[src/rtl/slow_peripheral_strobe_adapter.sv]
// Replays Avalon-MM reads/writes from the clock-crossing bridge as a
// chipselect/read_n/write_n cycle with programmable setup, strobe and hold.
`timescale 1ns/1ps

module slow_peripheral_strobe_adapter #(
    parameter int unsigned SETUP_CYCLES   = 1,
    parameter int unsigned STROBE_CYCLES  = 3,
    parameter int unsigned HOLD_CYCLES    = 1,
    parameter int unsigned TIMEOUT_CYCLES = 255
) (
    input  logic        clk,
    input  logic        reset_n,

    input  logic [7:0]  s_address,
    input  logic [3:0]  s_byteenable,
    input  logic        s_read,
    input  logic        s_write,
    input  logic [31:0] s_writedata,
    output logic        s_waitrequest,
    output logic [31:0] s_readdata,
    output logic        s_readdatavalid,
    output logic        s_endofpacket,

    output logic [5:0]  p_address,
    output logic [3:0]  p_byteenable_n,
    output logic        p_chipselect_n,
    output logic        p_read_n,
    output logic        p_write_n,
    output logic [31:0] p_writedata,
    input  logic [31:0] p_readdata,
    input  logic        p_ready,

    output logic        timeout_pulse
);

    localparam int unsigned CW = 8;
    localparam int unsigned AW = 6;
    localparam int unsigned DW = 32;

    localparam logic [CW-1:0] SETUP_LOAD  = CW'(SETUP_CYCLES - 1);
    localparam logic [CW-1:0] STROBE_LOAD = CW'(STROBE_CYCLES - 1);
    localparam logic [CW-1:0] HOLD_LOAD   = CW'(HOLD_CYCLES - 1);
    localparam logic [CW-1:0] EXT_LIMIT   = CW'(TIMEOUT_CYCLES);
    localparam logic [DW-1:0] TIMEOUT_DATA = {DW{1'b1}};

    typedef enum logic [1:0] {
        ST_IDLE,
        ST_SETUP,
        ST_STROBE,
        ST_HOLD
    } state_e;

    state_e          state_q;
    logic [CW-1:0]   cnt_q;
    logic [CW-1:0]   ext_q;
    logic            is_read_q;

    logic [AW-1:0]   p_address_q;
    logic [3:0]      p_byteenable_n_q;
    logic            p_chipselect_n_q;
    logic            p_read_n_q;
    logic            p_write_n_q;
    logic [DW-1:0]   p_writedata_q;
    logic [DW-1:0]   s_readdata_q;
    logic            s_readdatavalid_q;
    logic            timeout_pulse_q;

    logic            req;
    logic            cnt_zero;
    logic            unused_addr_bits;

    assign req      = s_read | s_write;
    assign cnt_zero = (cnt_q == '0);

    // Byte-offset bits have no meaning on a word-wide peripheral.
    assign unused_addr_bits = ^s_address[1:0];

    // Stall is combinational so an idle bus never blocks the bridge.
    always_comb begin
        s_waitrequest = 1'b1;
        unique case (state_q)
            ST_IDLE:   s_waitrequest = req;
            ST_HOLD:   s_waitrequest = !cnt_zero;
            default:   s_waitrequest = 1'b1;
        endcase
    end

    // Sequencer; every peripheral-side output changes on the state edge.
    always_ff @(posedge clk or negedge reset_n) begin
        if (!reset_n) begin
            state_q           <= ST_IDLE;
            cnt_q             <= '0;
            ext_q             <= '0;
            is_read_q         <= 1'b0;
            p_address_q       <= '0;
            p_byteenable_n_q  <= '1;
            p_chipselect_n_q  <= 1'b1;
            p_read_n_q        <= 1'b1;
            p_write_n_q       <= 1'b1;
            p_writedata_q     <= '0;
            s_readdata_q      <= '0;
            s_readdatavalid_q <= 1'b0;
            timeout_pulse_q   <= 1'b0;
        end else begin
            s_readdatavalid_q <= 1'b0;
            timeout_pulse_q   <= 1'b0;

            unique case (state_q)
                ST_IDLE: begin
                    if (req) begin
                        p_address_q      <= s_address[7:2];
                        p_byteenable_n_q <= ~s_byteenable;
                        p_writedata_q    <= s_writedata;
                        is_read_q        <= s_read;
                        p_chipselect_n_q <= 1'b0;
                        cnt_q            <= SETUP_LOAD;
                        state_q          <= ST_SETUP;
                    end
                end

                ST_SETUP: begin
                    if (cnt_zero) begin
                        cnt_q       <= STROBE_LOAD;
                        ext_q       <= '0;
                        p_read_n_q  <= !is_read_q;
                        p_write_n_q <= is_read_q;
                        state_q     <= ST_STROBE;
                    end else begin
                        cnt_q <= cnt_q - CW'(1);
                    end
                end

                ST_STROBE: begin
                    // p_ready only matters once the minimum strobe has elapsed.
                    if (!cnt_zero) begin
                        cnt_q <= cnt_q - CW'(1);
                    end else if (p_ready) begin
                        if (is_read_q) begin
                            s_readdata_q <= p_readdata;
                        end
                        cnt_q       <= HOLD_LOAD;
                        p_read_n_q  <= 1'b1;
                        p_write_n_q <= 1'b1;
                        state_q     <= ST_HOLD;
                    end else if (ext_q == EXT_LIMIT) begin
                        if (is_read_q) begin
                            s_readdata_q <= TIMEOUT_DATA;
                        end
                        timeout_pulse_q <= 1'b1;
                        cnt_q           <= HOLD_LOAD;
                        p_read_n_q      <= 1'b1;
                        p_write_n_q     <= 1'b1;
                        state_q         <= ST_HOLD;
                    end else begin
                        ext_q <= ext_q + CW'(1);
                    end
                end

                ST_HOLD: begin
                    // Last hold cycle is the acceptance cycle on the Avalon side.
                    if (cnt_zero) begin
                        p_chipselect_n_q  <= 1'b1;
                        p_byteenable_n_q  <= '1;
                        s_readdatavalid_q <= is_read_q;
                        state_q           <= ST_IDLE;
                    end else begin
                        cnt_q <= cnt_q - CW'(1);
                    end
                end

                default: begin
                    state_q <= ST_IDLE;
                end
            endcase
        end
    end

    assign s_readdata      = s_readdata_q;
    assign s_readdatavalid = s_readdatavalid_q;
    assign s_endofpacket   = 1'b0;
    assign p_address       = p_address_q;
    assign p_byteenable_n  = p_byteenable_n_q;
    assign p_chipselect_n  = p_chipselect_n_q;
    assign p_read_n        = p_read_n_q;
    assign p_write_n       = p_write_n_q;
    assign p_writedata     = p_writedata_q;
    assign timeout_pulse   = timeout_pulse_q;

endmodule

[config.mk]
export PLATFORM = sky130hd
export DESIGN_NAME = slow_peripheral_strobe_adapter
export DESIGN_NICKNAME = d
export VERILOG_FILES = /design/src/rtl/slow_peripheral_strobe_adapter.sv
export SDC_FILE = /design/constraint.sdc
export NUM_CORES = 1
export LEC_CHECK = 0
export BUFFER_PORTS_ARGS = -buffer_cell sky130_fd_sc_hd__buf_2
export CAP_MARGIN = 20
export CORE_UTILIZATION = 54
export DETAILED_ROUTE_END_ITERATION = 8
export PLACE_DENSITY = 0.85
export SLEW_MARGIN = 25
export SYNTH_ARGS = -nofsm -noshare
export SYNTH_HDL_FRONTEND = slang
export SYNTH_SLANG_ARGS = --single-unit
[constraint.sdc]
create_clock -name clk -period 4.17 [get_ports clk]
set_clock_uncertainty 0.2 [all_clocks]
set_input_delay 0.834 -clock clk [delete_from_list [all_inputs] [get_ports clk]]
set_output_delay 0.834 -clock clk [all_outputs]
set_load 0.01 [all_outputs]
==> reports/results.txt, run 1 <==
non-filler instance count after layout: 634
r2r setup slk: 1.10 ns
status: completed
Final Setup Violations: 0
Worst-Margin Slew: 0.805 ns
Tmin final: 3.20 ns
leak pwr: 2.92 nW
pwr dens: 757 nW/um2
pin count of the biggest net entering global routing: 61
IO Pins: 162
core area: 8340 um2
sequential share of the synthesized area: 0.522
Synth cell types: 55
CP Data Required Time: 3.14 ns
Syn Area/Cell: 12.6 um2
Hold-fix buffers, CTS: 0
WS Path Type: reg2out
chip width: 95.5 um
Critical Path, Cell by Cell: inv_1 -> ha_1 -> or3b_2 -> nor2_4 -> o21ai_0 -> buf_2
# port buffers: 158
Resize count post-CTS: 0
Final Util: 0.691
Crit path largest cell delay: 0.52 ns
fin. max-slew vios: 0
Critical-path top delay cell: or3b_2
routed vias/inst: 5.47
FP Rows: 33
placed cells: 618
FF-to-FF End: s_readdata[28]
Fmax: 0.312 GHz
die area: 9120 um2
final antenna-violating net count: 0
setup slack after layout: 0.966 ns
DIE HEIGHT: 95.5 um
worst rel slew slack: 0.463
final hold viol count: 0
crit path from: cnt_q[0]
via count: 3467
antenna cell count: 0
Initial Util: 0.566
Setup crit end kind: primary output
final period utilization: 0.768
Post-CTS Setup Inserts: 0
CTS Buffer Depth: 2
R2R Path Start: cnt_q[0]
Worst Hold Slack: 0.307 ns
Worst EP arrival: 2.17 ns
DRC: 0
startpoint types: flip-flop
synthesized cell area: 4720 um2
H-Tree Depth: 3
Syn Nets: 461
HP Class: reg2reg
fillcell total: 645
Yosys reg bits: 98
Starting DRT DRC Count: 122
r2r worst-path depth: 6
Layout area overhead: 22.2%
largest fanout on the critical path: 12
CTS Sinks: 98
Total Routing Usage GR: 0.229
# nets final: 612
Clock Tree Root: clkbuf_8
Syn. warnings: 0
TritonRoute pass-1 iters: 4
Fin Setup TNS: 0 ns
initial antenna violation count: 0
Most used DFF post-synth: dfrtp_1
EDFF count, synth: 0
Place WS: 1.05 ns
gp weighted congestion: 0.854
max cap viols: 0
DP HPWL: 7.48 mm
RSZ-0062 raised after global routing: false
clock-pin slew on the worst setup and hold paths: 0.10 ns
maximum vdd drop: 0.402 mV
CTS buffer count: 9
ratio of cells with drive above 1 in the final layout: 0.507
Detailed Route WL: 10.4 mm
global route total overflow: 0
TritonCTS clock tree: built
first-pass GRT wire length: 16.1 mm
WL per Instance: 16.4 um
Gate Count Post-Synth: 373
CP endpoint: s_waitrequest
vias in the first global route: 3452
Async SR Flop Fraction: 1.00
clock latency on the worst-skew pair: 0.35 ns
-- worst min path at each step --
| stage | start | endpoint | slack [ns] | depth (start not counted) |
|---|---|---|---|---|
| finish | p_writedata[30] | p_writedata[30] | 0.31 | 1 |
| global route | p_writedata[3] | p_writedata[3] | 0.33 | 1 |
| CTS | p_writedata[15] | p_writedata[15] | 0.31 | 1 |
| detailed placement | p_writedata[30] | p_writedata[30] | 0.29 | 1 |
| global placement | p_writedata[29] | p_writedata[29] | 0.28 | 1 |
| floorplan | ext_q[1] | ext_q[1] | 0.29 | 1 |
-- placed cells by master, fill, tap and decap left out, types with 4 or more instances in the layout --
| cell | synthesis | final |
|---|---|---|
| nand3_1 | 8 | 8 |
| mux2_2 | 41 | 41 |
| a31o_2 | 4 | 4 |
| mux2_4 | 30 | 30 |
| clkbuf_8 | 0 | 9 |
| buf_2 | 4 | 157 |
| mux2i_1 | 10 | 10 |
| nand2b_1 | 40 | 40 |
| a31oi_1 | 7 | 7 |
| a21oi_1 | 9 | 9 |
| or3_1 | 4 | 4 |
| nand2_1 | 15 | 15 |
| dfstp_2 | 7 | 7 |
| inv_1 | 8 | 8 |
| nor2_1 | 12 | 12 |
| ha_1 | 7 | 7 |
| o22a_1 | 5 | 5 |
| and3_1 | 4 | 4 |
| dfrtp_1 | 91 | 91 |
| buf_4 | 1 | 4 |
| and2_1 | 4 | 4 |
-- layer usage --
layer	GRT usage	up-vias	wire, um
met5	0	-	0
met4	0.0684	0	124
met3	0.0694	11	802
met2	0.393	137	5150
met1	0.277	1693	4300
li1	-	1626	-
-- where the power goes --
group | internal (mW) | switching [mW]
sequential | 1.41 | 0.283
clock | 0.286 | 0.342
combinational | 1.04 | 1.01
total | 2.73 | 1.64
-- synth_stat cells (8+ instances only) --
| library cell | count | share of area |
|---|---|---|
| mux2_2 | 41 | 0.098 |
| inv_1 | 8 | 0.0064 |
| nor2_1 | 12 | 0.0095 |
| nand2_1 | 15 | 0.012 |
| mux2i_1 | 10 | 0.021 |
| dfrtp_1 | 91 | 0.48 |
| nand2b_1 | 40 | 0.053 |
| nand3_1 | 8 | 0.0085 |
| clkbuf_1 | 13 | 0.010 |
| mux2_4 | 30 | 0.095 |
| a21oi_1 | 9 | 0.0095 |
-- sequential cells by signal (all words and copies together), names as in the netlist, 2 cells and up --
register,count
cnt_q,8
ext_q,8
p_address,6
p_byteenable_n,4
p_writedata,32
s_readdata,32
state_q,2
-- kinds of logic after synthesis --
kind of cell    share of synthesized area
buf+inv                            0.0297
other cells                      0.000795
fa+ha+maj                          0.0186
compound gates                     0.0766
flops                               0.522
mux                                 0.215
simple gates                        0.138
-- worst max-delay path, delay by kind of cell (launching register included) --
kind                       cells  cell delay [ns]
and+or+nand+nor                2             0.81
DFF                            1             0.39
buffers and inverters          2             0.26
adders and majority gates      1             0.20
AOI/OAI and AO/OA              1             0.14
-- through the flow --
step                instance area [um2]  power (mW)
finish                             5770        4.37
global route                       5770        4.67
floorplan                          4720        3.06
CTS                                5770        4.40
detailed placement                 5570        3.76
global placement                   5570        3.66
-- cell type report --
| type | instances | area [um2] | share of cell area |
|---|---|---|---|
| sequential | 98 | 2460 | 0.427 |
| clock inverter | 6 | 72.6 | 0.0126 |
| multi-input combinational | 246 | 2130 | 0.369 |
| timing repair buffer | 161 | 816 | 0.141 |
| inverter | 8 | 30.0 | 0.00521 |
| clock buffer | 10 | 128 | 0.0221 |
| tap | 105 | 131 | 0.0228 |
Power figures use the tool's default switching activity.
==> run 2, diff against run 1 <==
CORE_UTILIZATION = 46   (was 54)
PLACE_DENSITY = 0.77   (was 0.85)
clock period = 2.65 ns   (was 4.17 ns; I/O delays follow)
==> reports/results.txt, run 2 (synthesis results as in run 1) <==
# port buffers: 158 (unchanged)
IO Pins: 162 (unchanged)
CTS Sinks: 98 (unchanged)
CTS Buffer Depth: 2 (unchanged)
Clock Tree Root: clkbuf_8 (unchanged)
CP Data Required Time: 1.92 ns (was 3.14 ns)
Area after DPL: 5690 um2 (was 5570 um2)
ratio of cells with drive above 1 in the final layout: 0.519 (was 0.507)
DIE HEIGHT: 103 um (was 95.5 um)
Register Area: 2460 um2 (unchanged)
leak pwr: 2.98 nW (was 2.92 nW)
Place WS: 0.201 ns (was 1.05 ns)
HP Class: in2reg (was reg2reg)
routed vias/inst: 5.26 (was 5.47)
Detailed Route WL: 10.3 mm (was 10.4 mm)
first-pass GRT wire length: 15.9 mm (was 16.1 mm)
TritonCTS clock tree: built (unchanged)
final antenna-violating net count: 0 (unchanged)
Net Sw Power: 2.60 mW (was 1.64 mW)
Starting DRT DRC Count: 116 (was 122)
setup slack after layout: 0.120 ns (was 0.966 ns)
Total Routing Usage GR: 0.193 (was 0.229)
antenna cell count: 0 (unchanged)
largest fanout on the critical path: 4 (was 12)
final hold viol count: 0 (unchanged)
worst rel slew slack: 0.614 (was 0.463)
clock-pin slew on the worst setup and hold paths: 0.11 ns (was 0.10 ns)
maximum vdd drop: 0.561 mV (was 0.402 mV)
Fmax: 0.395 GHz
H-Tree Depth: 3 (unchanged)
clock latency on the worst-skew pair: 0.36 ns (was 0.35 ns)
placed cells: 654 (was 618)
Worst-Margin Slew: 0.565 ns (was 0.805 ns)
Tmin final: 2.53 ns
DP HPWL: 7.54 mm (was 7.48 mm)
Setup crit end kind: primary output (unchanged)
die area: 10700 um2 (was 9120 um2)
chip width: 103 um (was 95.5 um)
Fin Setup TNS: 0 ns (unchanged)
gp weighted congestion: 0.877 (was 0.854)
Worst EP arrival: 1.80 ns (was 2.17 ns)
Final Setup Violations: 0 (unchanged)
Layout area overhead: 25.1% (was 22.2%)
WL per Instance: 15.3 um (was 16.4 um)
max cap viols: 0 (unchanged)
# nets final: 622 (was 612)
most frequent cells in the layout: 157 x buf_2, 91 x dfrtp_1, 41 x mux2_2 (unchanged)
clock share of power: 0.133 (was 0.144)
vias in the first global route: 3355 (was 3452)
CTS buffer count: 9 (unchanged)
FP Rows: 36 (was 33)
pin count of the biggest net entering global routing: 43 (was 61)
final period utilization: 0.955
core area: 9860 um2 (was 8340 um2)
Logic pwr share: 0.483 (was 0.469)
global route total overflow: 0 (unchanged)
status: completed (unchanged)
fin area: 5900 um2 (was 5770 um2)
commonest non-fill, non-tap cell in the layout: buf_2 (unchanged)
via count: 3538 (was 3467)
startpoint types: flip-flop (unchanged)
area of the multi-input gates: 2140 um2 (was 2130 um2)
WS Path Type: reg2out (unchanged)
Sw Share: 0.377 (was 0.375)
fin. max-slew vios: 0 (unchanged)
non-filler instance count after layout: 672 (was 634)
fillcell total: 809 (was 645)
initial antenna violation count: 0 (unchanged)
pwr dens: 1170 nW/um2 (was 757 nW/um2)
TritonRoute pass-1 iters: 4 (unchanged)
Initial Util: 0.478 (was 0.566)
DRC: 0 (unchanged)
Power Internal: 4.31 mW (was 2.73 mW)
Reg power frac: 0.384 (was 0.388)
RSZ-0062 raised after global routing: false (unchanged)
## run 2: stage by stage
stage	util	hold slack (ns)	power, mW
6_report	0.598	0.185	6.91
3_3_place_gp	0.576	0.283	5.84
2_1_floorplan	-	0.0344	4.81
3_5_place_dp	0.576	0.289	5.98
5_1_grt	0.598	0.171	7.42
4_1_cts	0.597	0.175	6.94
## run 2: area by class of cell
type / instances / area share
multi-input cells: 246 / 0.363
flip-flops and latches: 98 / 0.417
inverters: 8 / 0.00509
clock inverters: 7 / 0.00996
well taps: 133 / 0.0282
clock buffers: 9 / 0.0210
repair buffers: 171 / 0.156
## run 2: what timing repair did
action,in CTS,in global routing
pin swaps,1,0
gates cloned,0,0
endpoints found under the hold margin,33,0
endpoints found under the setup margin,1,1
buffers inserted,1,0
hold buffers,1,0
resized for setup,1,3
## run 2: final timing paths
| check | end | slack [ns] | depth (start not counted) | start |
|---|---|---|---|---|
| max in group asynchronous | p_byteenable_n[3] | 1.09 | 3 | reset_n |
| hold reg to reg | p_writedata[10] | 0.31 | 1 | p_writedata[10] |
| setup / recovery | s_waitrequest | 0.12 | 6 | cnt_q[1] |
| setup reg to reg | ext_q[6] | 0.28 | 6 | state_q[0] |
| hold / removal | p_writedata[1] | 0.19 | 2 | s_writedata[1] |
| min in group asynchronous | s_readdata[9] | 0.45 | 2 | reset_n |
## run 2: critical path: stages (launching register included)
cell     delay (ns)
dfrtp_1        0.39
inv_1          0.13
ha_4           0.17
or3b_4         0.41
nor2_4         0.12
o21ai_0        0.08
buf_2          0.14
## run 2: per-layer routing
layer	vias up	GRT usage	wire, um
met5	-	0	0
met4	0	0.0455	106
met3	10	0.0665	880
met2	148	0.325	4930
met1	1738	0.238	4350
li1	1642	-	-
## run 2: power groups by stage
stage | registers [mW] | clock network [mW] | logic (mW)
after global routing | 2.75 | 1.02 | 3.66
after detailed placement | 2.67 | 0 | 3.31
final | 2.65 | 0.920 | 3.33
after global placement | 2.63 | 0 | 3.22
after floorplan | 2.89 | 0 | 1.91
after CTS | 2.65 | 0.950 | 3.34
==> run 3, diff against run 2 <==
ABC_AREA = 1   (was not set)
CORE_UTILIZATION = 45   (was 46)
==> reports/results.txt, run 3 <==
max cap viols: 0 (unchanged)
Syn. warnings: 0 (unchanged)
Fin Setup TNS: 0 ns (unchanged)
Critical-path top delay cell: dfrtp_1 (was or3b_4)
Post-CTS Setup Inserts: 0 (was 1)
Crit path largest cell delay: 0.37 ns (was 0.41 ns)
ratio of cells with drive above 1 in the final layout: 0.450 (was 0.519)
largest fanout on the critical path: 9 (was 4)
Power Internal: 3.93 mW (was 4.31 mW)
Starting DRT DRC Count: 120 (was 116)
Syn Area/Cell: 10.2 um2 (was 12.6 um2)
Top delay family on crit path: buffers and inverters (was simple AND/OR/NAND/NOR gates)
RSZ-0062 raised after global routing: false (unchanged)
EDFF count, synth: 0 (unchanged)
fillcell total: 809 (unchanged)
Reg power frac: 0.394 (was 0.384)
clock share of power: 0.161 (was 0.133)
met1 usage: 0.233 (was 0.238)
fin. max-slew vios: 0 (unchanged)
Tmin final: 2.49 ns (was 2.53 ns)
pin count of the biggest net entering global routing: 65 (was 43)
gp weighted congestion: 0.866 (was 0.877)
die area: 10200 um2 (was 10700 um2)
initial antenna violation count: 0 (unchanged)
non-filler instance count after layout: 729 (was 672)
Synth area leaders: dfrtp_1 51%, mux2_2 9.7%, nor2_1 7.0% (was dfrtp_1 48%, mux2_2 9.8%, mux2_4 9.5%)
Yosys reg bits: 98 (unchanged)
final period utilization: 0.940 (was 0.955)
Layout area overhead: 26.1% (was 25.1%)
HP Class: in2reg (unchanged)
placed cells: 712 (was 654)
Synth cell types: 36 (was 55)
Yosys top cell area share: 0.514 (was 0.483)
CP dominant cell by count: inv_1
most frequent cell after synthesis: dfrtp_1 (unchanged)
WS Path Type: reg2out (unchanged)
worst rel slew slack: 0.650 (was 0.614)
chip width: 101 um (was 103 um)
clock-pin slew on the worst setup and hold paths: 0.10 ns (was 0.11 ns)
pwr dens: 1150 nW/um2 (was 1170 nW/um2)
CP Data Required Time: 1.92 ns (about the same)
Final Setup Violations: 0 (unchanged)
sequential share of the synthesized area: 0.555 (was 0.522)
IO Pins: 162 (unchanged)
routed vias/inst: 4.85 (was 5.26)
CTS Buffer Depth: 2 (unchanged)
met2 usage: 0.328 (was 0.325)
final hold viol count: 0 (unchanged)
global route total overflow: 0 (unchanged)
antenna cell count: 0 (unchanged)
WL per Instance: 13.1 um (was 15.3 um)
DIE HEIGHT: 101 um (was 103 um)
clock latency on the worst-skew pair: 0.36 ns (about the same)
DRC: 0 (unchanged)
final antenna-violating net count: 0 (unchanged)
core area: 9370 um2 (was 9860 um2)
fin area: 5590 um2 (was 5900 um2)
Fmax: 0.401 GHz (was 0.395 GHz)
CTS Sinks: 98 (unchanged)
Async SR Flop Fraction: 1.00 (unchanged)
TritonRoute pass-1 iters: 4 (unchanged)
Clock Tree Root: clkbuf_8 (unchanged)
first-pass GRT wire length: 15.5 mm (was 15.9 mm)
Logic pwr share: 0.445 (was 0.483)
synthesized cell area: 4430 um2 (was 4720 um2)
# port buffers: 158 (unchanged)
status: completed (unchanged)
Net Sw Power: 2.52 mW (was 2.60 mW)
Worst EP arrival: 1.76 ns (was 1.80 ns)
grt peak-use layer: met2 (unchanged)
Final Util: 0.596 (was 0.598)
DP HPWL: 7.13 mm (was 7.54 mm)
Critical Path, Cell by Cell: inv_1 -> ha_1 -> nand2_1 -> nor2_2 -> nand2_4 -> inv_1 -> o211ai_1 -> buf_2 (was inv_1 -> ha_4 -> or3b_4 -> nor2_4 -> o21ai_0 -> buf_2)
# nets final: 683 (was 622)
Syn Nets: 523 (was 461)
via count: 3536 (was 3538)
leak pwr: 2.69 nW (was 2.98 nW)
met3 usage: 0.0635 (was 0.0665)
Detailed Route WL: 9.53 mm (was 10.3 mm)
most frequent cells in the layout: 157 x buf_2, 91 x dfrtp_1, 82 x nor2_1 (was 157 x buf_2, 91 x dfrtp_1, 41 x mux2_2)
Gate Count Post-Synth: 435 (was 373)
vias in the first global route: 3504 (was 3355)
Area after DPL: 5350 um2 (was 5690 um2)
Setup crit end kind: primary output (unchanged)
Worst Path Buf+Inv: 3 (was 2)
Worst-Margin Slew: 0.525 ns (was 0.565 ns)
Sw Share: 0.390 (was 0.377)
largest area contributor in the netlist: dfrtp_1 (unchanged)
Synth top cells by count: 91 x dfrtp_1, 83 x nor2_1, 54 x nand2_1 (was 91 x dfrtp_1, 41 x mux2_2, 40 x nand2b_1)
CTS buffer count: 9 (unchanged)
TritonCTS clock tree: built (unchanged)
startpoint types: flip-flop (unchanged)
commonest non-fill, non-tap cell in the layout: buf_2 (unchanged)
H-Tree Depth: 3 (unchanged)
FP Rows: 35 (was 36)
maximum vdd drop: 0.667 mV (was 0.561 mV)
Total Routing Usage GR: 0.194 (was 0.193)
Most used DFF post-synth: dfrtp_1 (unchanged)
Initial Util: 0.473 (was 0.478)
## run 3: cell count changes in the layout (fill, tap and decap cells not counted), sizes merged, moves of 10 or more
cell | previous run | this run
nand2 | 16 | 57
nor2 | 13 | 86
o21ai | 3 | 18
a21oi | 9 | 40
inv | 12 | 31
nand3 | 8 | 19
mux2i | 10 | 0
nand2b | 40 | 0
mux2 | 71 | 38
## run 3: cells by family after synthesis
kind of cell               Yosys count  share of synthesized area
and+or+nand+nor                    179                      0.173
DFF                                 98                      0.555
AOI/OAI and AO/OA                   64                     0.0999
buffers and inverters               46                     0.0503
muxes                               38                     0.0966
adders and majority gates            7                     0.0198
xor gates and xnor gates             2                    0.00395
other                                1                   0.000846
## run 3: final timing paths
path	start	end	slack, ns	depth (start not counted)
max	cnt_q[0]	s_waitrequest	0.16	8
min reg2reg	p_byteenable_n[0]	p_byteenable_n[0]	0.27	2
min in group asynchronous	reset_n	p_address[4]	0.42	2
min	p_ready	timeout_pulse	0.15	2
max in group asynchronous	reset_n	p_byteenable_n[3]	1.08	3
max reg2reg	ext_q[0]	cnt_q[2]	0.37	10
## run 3: timing repair
action / in CTS / in global routing
hold endpoints to repair: 26 / 0
setup endpoints to repair: 0 / 1
hold buffers: 1 / 0
resized for setup: 0 / 2
## run 3: layout make-up
class                   count  area (um2)  share of cell area
inverters                  29         109              0.0195
clock inverters             6        83.8              0.0150
repair buffers            166         881               0.158
clock buffers              10         138              0.0246
well taps                 129         161              0.0289
flip-flops and latches     98        2460               0.440
multi-input cells         291        1760               0.314
## run 3: through the flow
step | worst slack (ns) | hold WS (ns) | power, mW
2_1_floorplan | 0.501 | 0.0344 | 4.42
3_3_place_gp | 0.417 | 0.257 | 5.32
3_5_place_dp | 0.342 | 0.257 | 5.45
4_1_cts | 0.0563 | 0.136 | 6.50
5_1_grt | 0.000325 | 0.138 | 6.97
6_report | 0.158 | 0.150 | 6.45
## run 3: power by group through the flow
stage | Clock (mW) | Sequential, mW | Combinational, mW
finish | 1.04 | 2.54 | 2.87
global route | 1.13 | 2.63 | 3.21
CTS | 1.07 | 2.54 | 2.89
detailed placement | 0 | 2.56 | 2.88
global placement | 0 | 2.52 | 2.79
floorplan | 0 | 2.81 | 1.60
## run 3: metal layers
layer / share of wire / wire, um
met1: 0.42 / 4020
met2: 0.49 / 4660
met3: 0.074 / 702
met4: 0.016 / 149
met5: 0 / 0
